`src/rtl/cadre_frame.sv`:
```
// Draws a THICK-pixel border just inside the visible area and uses the background colour everywhere else.
// Output is registered, so there is one cycle of latency from hpos/vpos to couleur.
module cadre_frame #(
  parameter int unsigned H_START     = 112,
  parameter int unsigned V_START     = 12,
  parameter int unsigned H_ACTIVE    = 640,
  parameter int unsigned V_ACTIVE    = 480,
  parameter int unsigned THICK       = 3,
  parameter int unsigned FRAME_COLOR = 24,
  parameter int unsigned BG_COLOR    = 0
) (
  input  logic        clk,
  input  logic        rst,
  input  logic [10:0] hpos,
  input  logic [10:0] vpos,
  output logic [4:0]  couleur
);

  // Bounds use 12 bits so the sums cannot wrap for legal parameter values.
  localparam logic [11:0] H_FIRST  = 12'(H_START);
  localparam logic [11:0] H_LAST   = 12'(H_START + H_ACTIVE - 1);
  localparam logic [11:0] H_IN_END = 12'(H_START + THICK);
  localparam logic [11:0] H_IN_BEG = 12'(H_START + H_ACTIVE - THICK);
  localparam logic [11:0] V_FIRST  = 12'(V_START);
  localparam logic [11:0] V_LAST   = 12'(V_START + V_ACTIVE - 1);
  localparam logic [11:0] V_IN_END = 12'(V_START + THICK);
  localparam logic [11:0] V_IN_BEG = 12'(V_START + V_ACTIVE - THICK);

  localparam logic [4:0] FRAME_C = 5'(FRAME_COLOR);
  localparam logic [4:0] BG_C    = 5'(BG_COLOR);

  logic [11:0] h_ext;
  logic [11:0] v_ext;
  logic        in_visible;
  logic        in_band;
  logic [4:0]  couleur_d;
  logic [4:0]  couleur_q;

  assign h_ext = {1'b0, hpos};
  assign v_ext = {1'b0, vpos};

  // Classify the current pixel and pick its colour.
  always_comb begin
    couleur_d  = BG_C;
    in_visible = (h_ext >= H_FIRST) && (h_ext <= H_LAST) &&
                 (v_ext >= V_FIRST) && (v_ext <= V_LAST);
    in_band    = (h_ext < H_IN_END) || (h_ext >= H_IN_BEG) ||
                 (v_ext < V_IN_END) || (v_ext >= V_IN_BEG);
    if (in_visible && in_band) begin
      couleur_d = FRAME_C;
    end else begin
      couleur_d = BG_C;
    end
  end

  // Output register; reset forces background immediately.
  always_ff @(posedge clk or posedge rst) begin
    if (rst) begin
      couleur_q <= BG_C;
    end else begin
      couleur_q <= couleur_d;
    end
  end

  assign couleur = couleur_q;

endmodule

```
`config.mk`:
```
export PLATFORM = sky130hd
export DESIGN_NAME = cadre_frame
export DESIGN_NICKNAME = d
export VERILOG_FILES = /design/src/rtl/cadre_frame.sv
export SDC_FILE = /design/constraint.sdc
export NUM_CORES = 1
export LEC_CHECK = 0
export CORE_AREA = 5 5 42 44
export DETAILED_ROUTE_END_ITERATION = 16
export DIE_AREA = 0 0 47 49
export GPL_TIMING_DRIVEN = 0
export PLACE_DENSITY_LB_ADDON = 0.05
export SLEW_MARGIN = 0
export SYNTH_ARGS = -nofsm -noshare
export SYNTH_HDL_FRONTEND = slang
export SYNTH_SLANG_ARGS = --single-unit
export TNS_END_PERCENT = 5
```
`constraint.sdc`:
```
create_clock -name clk -period 0.8 [get_ports clk]
set_input_delay 0.24 -clock clk [delete_from_list [all_inputs] [get_ports clk]]
set_output_delay 0.24 -clock clk [all_outputs]
set_load 0.01 [all_outputs]
```
==> summary.md <==
| Metric | Value |
|---|---|
| First-pass GRT wire length | 1.28 mm |
| Failing checks | negative setup slack |
| Multi-input gate area | 238 µm² |
| Die height | 49 µm |
| Layout cells sized above 1 | 0.317 |
| Largest family of logic cells by synthesized area | compound AO/OA/AOI/OAI gates |
| Fillers | 152 |
| Vias in the first global route | 330 |
| Placeable Area | 1400 µm² |
| Sw Ratio | 0.301 |
| Final core utilization | 0.429 |
| RSZ-0062 raised after global routing | true |
| Vias per cell | 4.58 |
| Number of synthesized flops with an enable pin | 0 |
| Arrival time at the worst endpoint | 1.42 ns |
| Flop pwr share | 0.199 |
| CP max FO | 3 |
| Final hold viol count | 0 |
| Clock network fraction of total power | 0 |
| NetSw | 78.2 µW |
| Initial Utilization | 0.186 |
| Setup WS pre-CTS | -1.09 ns |
| Crit path time final | 1.50 ns |
| Area after DPL | 546 µm² |
| FP Rows | 14 |
| Static leakage | 0.000272 µW |
| Clock slew at reported path FFs | 0 ns |
| Fmax | 665 MHz |
| IO Port Bufs | 25 |
| # DRC | 0 |
| Synth Instances | 34 |
| Syn-to-layout area delta | 131% |
| Detailed placement HPWL | 760 µm |
| XOR/XNOR Fraction of Synth Area | 0 |
| Synth cell types | 24 |
| Final WS setup | -0.705 ns |
| VDD IR max | 0.000180 V |
| Die area | 2300 µm² |
| Post-synth top flop | dfrtp_1 |
| Simple-Gate Fraction of Synth Area | 0.375 |
| Synth top cells by count | nand2_1 (5), buf_4 (4), nor3_1 (4) |
| Final max-slew violation count | 0 |
| Initial antenna violation count | 0 |
| Synthesis-stage register bit count | 1 |
| Post-synth ARST share | 1.00 |
| Number of flip-flops under the largest register name | 1 |
| Synthesized area | 260 µm² |
| Adder-Cell Fraction of Synth Area | 0 |
| Ys Warns | 0 |
| Status | complete, but fails checks |
| Antenna diode count | 0 |
| WL per Instance | 10.6 µm |
| Worst Hold Class | input pin to asynchronous set/reset pin |
| Setup CP Type | input pin to register |
| Worst setup SP type | input pin |
| Initial DRC count | 3 |
| Cell Count Post-Placement | 77 |
| Combinational Power Share | 0.801 |
| Post-synthesis mux area share | 0 |
| Largest net degree at the start of global routing | 5 |
| Tcrit/Tclk final | 1.88 |
| Post-Layout Cell Count | 79 |
| Count leader, synth | nand2_1 |
| Die width | 47 µm |
| Internal Power | 182 µW |
| Post-DRT Antenna Nets | 0 |
| Average cell area after synthesis | 7.65 µm² |
| Top cell type's share of synthesized area | 0.115 |
| Max cap viols | 0 |
| # setup viols final | 2 |
| Worst EP required | 0.71 ns |
| Routed vias | 362 |
| Grt total ovfl | 0 |
| # IOs | 29 |
| CP Capture Type | register |
| Seq/Total Area, Yosys | 0.0962 |
| Reg area | 25.0 µm² |
| Nets | 89 |
| CTS Hold Buffers Added | 0 |
| Post-synthesis compound-gate area fraction | 0.385 |
| Final wirelength | 835 µm |
| DRT Pass-1 Iters | 4 |
| Pwr dens | 432 nW/µm² |
| RD Place Congestion | 0.696 |
| Top post-synthesis cells by area | buf_4 (12%), a2111oi_4 (11%), dfrtp_1 (9.6%) |
| Leading area contributor after synthesis | buf_4 |
| Final instance area | 602 µm² |
| Total track usage | 0.0682 |
-- critical path, cell delays in order --
cell and delay, ns:
buf_8 0.10, or4_4 0.55, a2111oi_4 0.22, o32ai_2 0.14, a211oi_2 0.18
-- kinds of logic (layout without fill, tap and decap cells) --
kind of cell / count (synthesis) / count (layout)
AOI/OAI and AO/OA: 10 / 10
buffers and inverters: 5 / 32
DFF: 1 / 1
other: 1 / 3
and+or+nand+nor: 17 / 17
-- final cells by class --
class,count,area share
buffer,4,0.0561
inverter,1,0.00624
tap,16,0.0333
timing repair buffer,27,0.468
sequential,1,0.0416
multi-input combinational,30,0.395
-- power groups by stage --
| stage | combinational [µW] | sequential, µW | clock (µW) |
|---|---|---|---|
| final | 208 | 51.7 | 0 |
| after global routing | 225 | 51.7 | 0 |
| after CTS | 196 | 51.6 | 0 |
| after detailed placement | 197 | 51.7 | 0 |
| after global placement | 196 | 51.7 | 0 |
| after floorplan | 51.6 | 51.7 | 0 |
-- per-stage QoR --
step	hold slack (ns)	power (µW)	setup TNS, ns
final	0.385	260	-0.725
after detailed placement	0.392	249	-1.78
after global routing	0.404	277	-0.820
after floorplan	-0.0313	103	-0.542
after CTS	0.390	247	-0.860
after global placement	0.384	248	-1.75
-- placed cells by master (no fill, tap or decap) --
master            n
clkdlybuf4s50_1  12
dlymetal6s2s_1    7
nand2_1           5
buf_4             5
nor3_1            4
conb_1            3
buf_6             3
buf_2             2
nand4_1           1
o31ai_1           1
nor2_1            1
nor4_4            1
o21a_1            1
o21ai_0           1
or4_4             1
or2_2             1
nand3b_1          1
nor4_2            1
a2111oi_4         1
o32ai_2           1
a21oi_1           1
a2111oi_2         1
nand3_1           1
o211ai_1          1
a32o_1            1
a211oi_2          1
inv_1             1
dfrtp_1           1
clkdlybuf4s15_2   1
buf_8             1
-- final timing paths --
kind	from	end	slack [ns]	cells past startpoint
setup / recovery	hpos[8]	couleur[3]	-0.70	5
hold / removal	rst	couleur[3]	0.38	2
max in group asynchronous	rst	couleur[3]	0.32	2
min in group clk	hpos[10]	couleur[3]	0.57	4
-- routing by layer --
metal,wire (µm),up-vias,track usage
li1,-,188,-
met4,0,0,0
met2,447,16,0.129
met5,0,-,0
met3,100,0,0.00369
met1,287,158,0.0852
-- timing repair --
item / CTS / global route
setup buffers: 0 / 2
gates resized for setup: 23 / 13
cloned: 0 / 0
setup endpoints to repair: 3 / 2
pin swaps: 3 / 6
(Power assumes the default switching activity.)
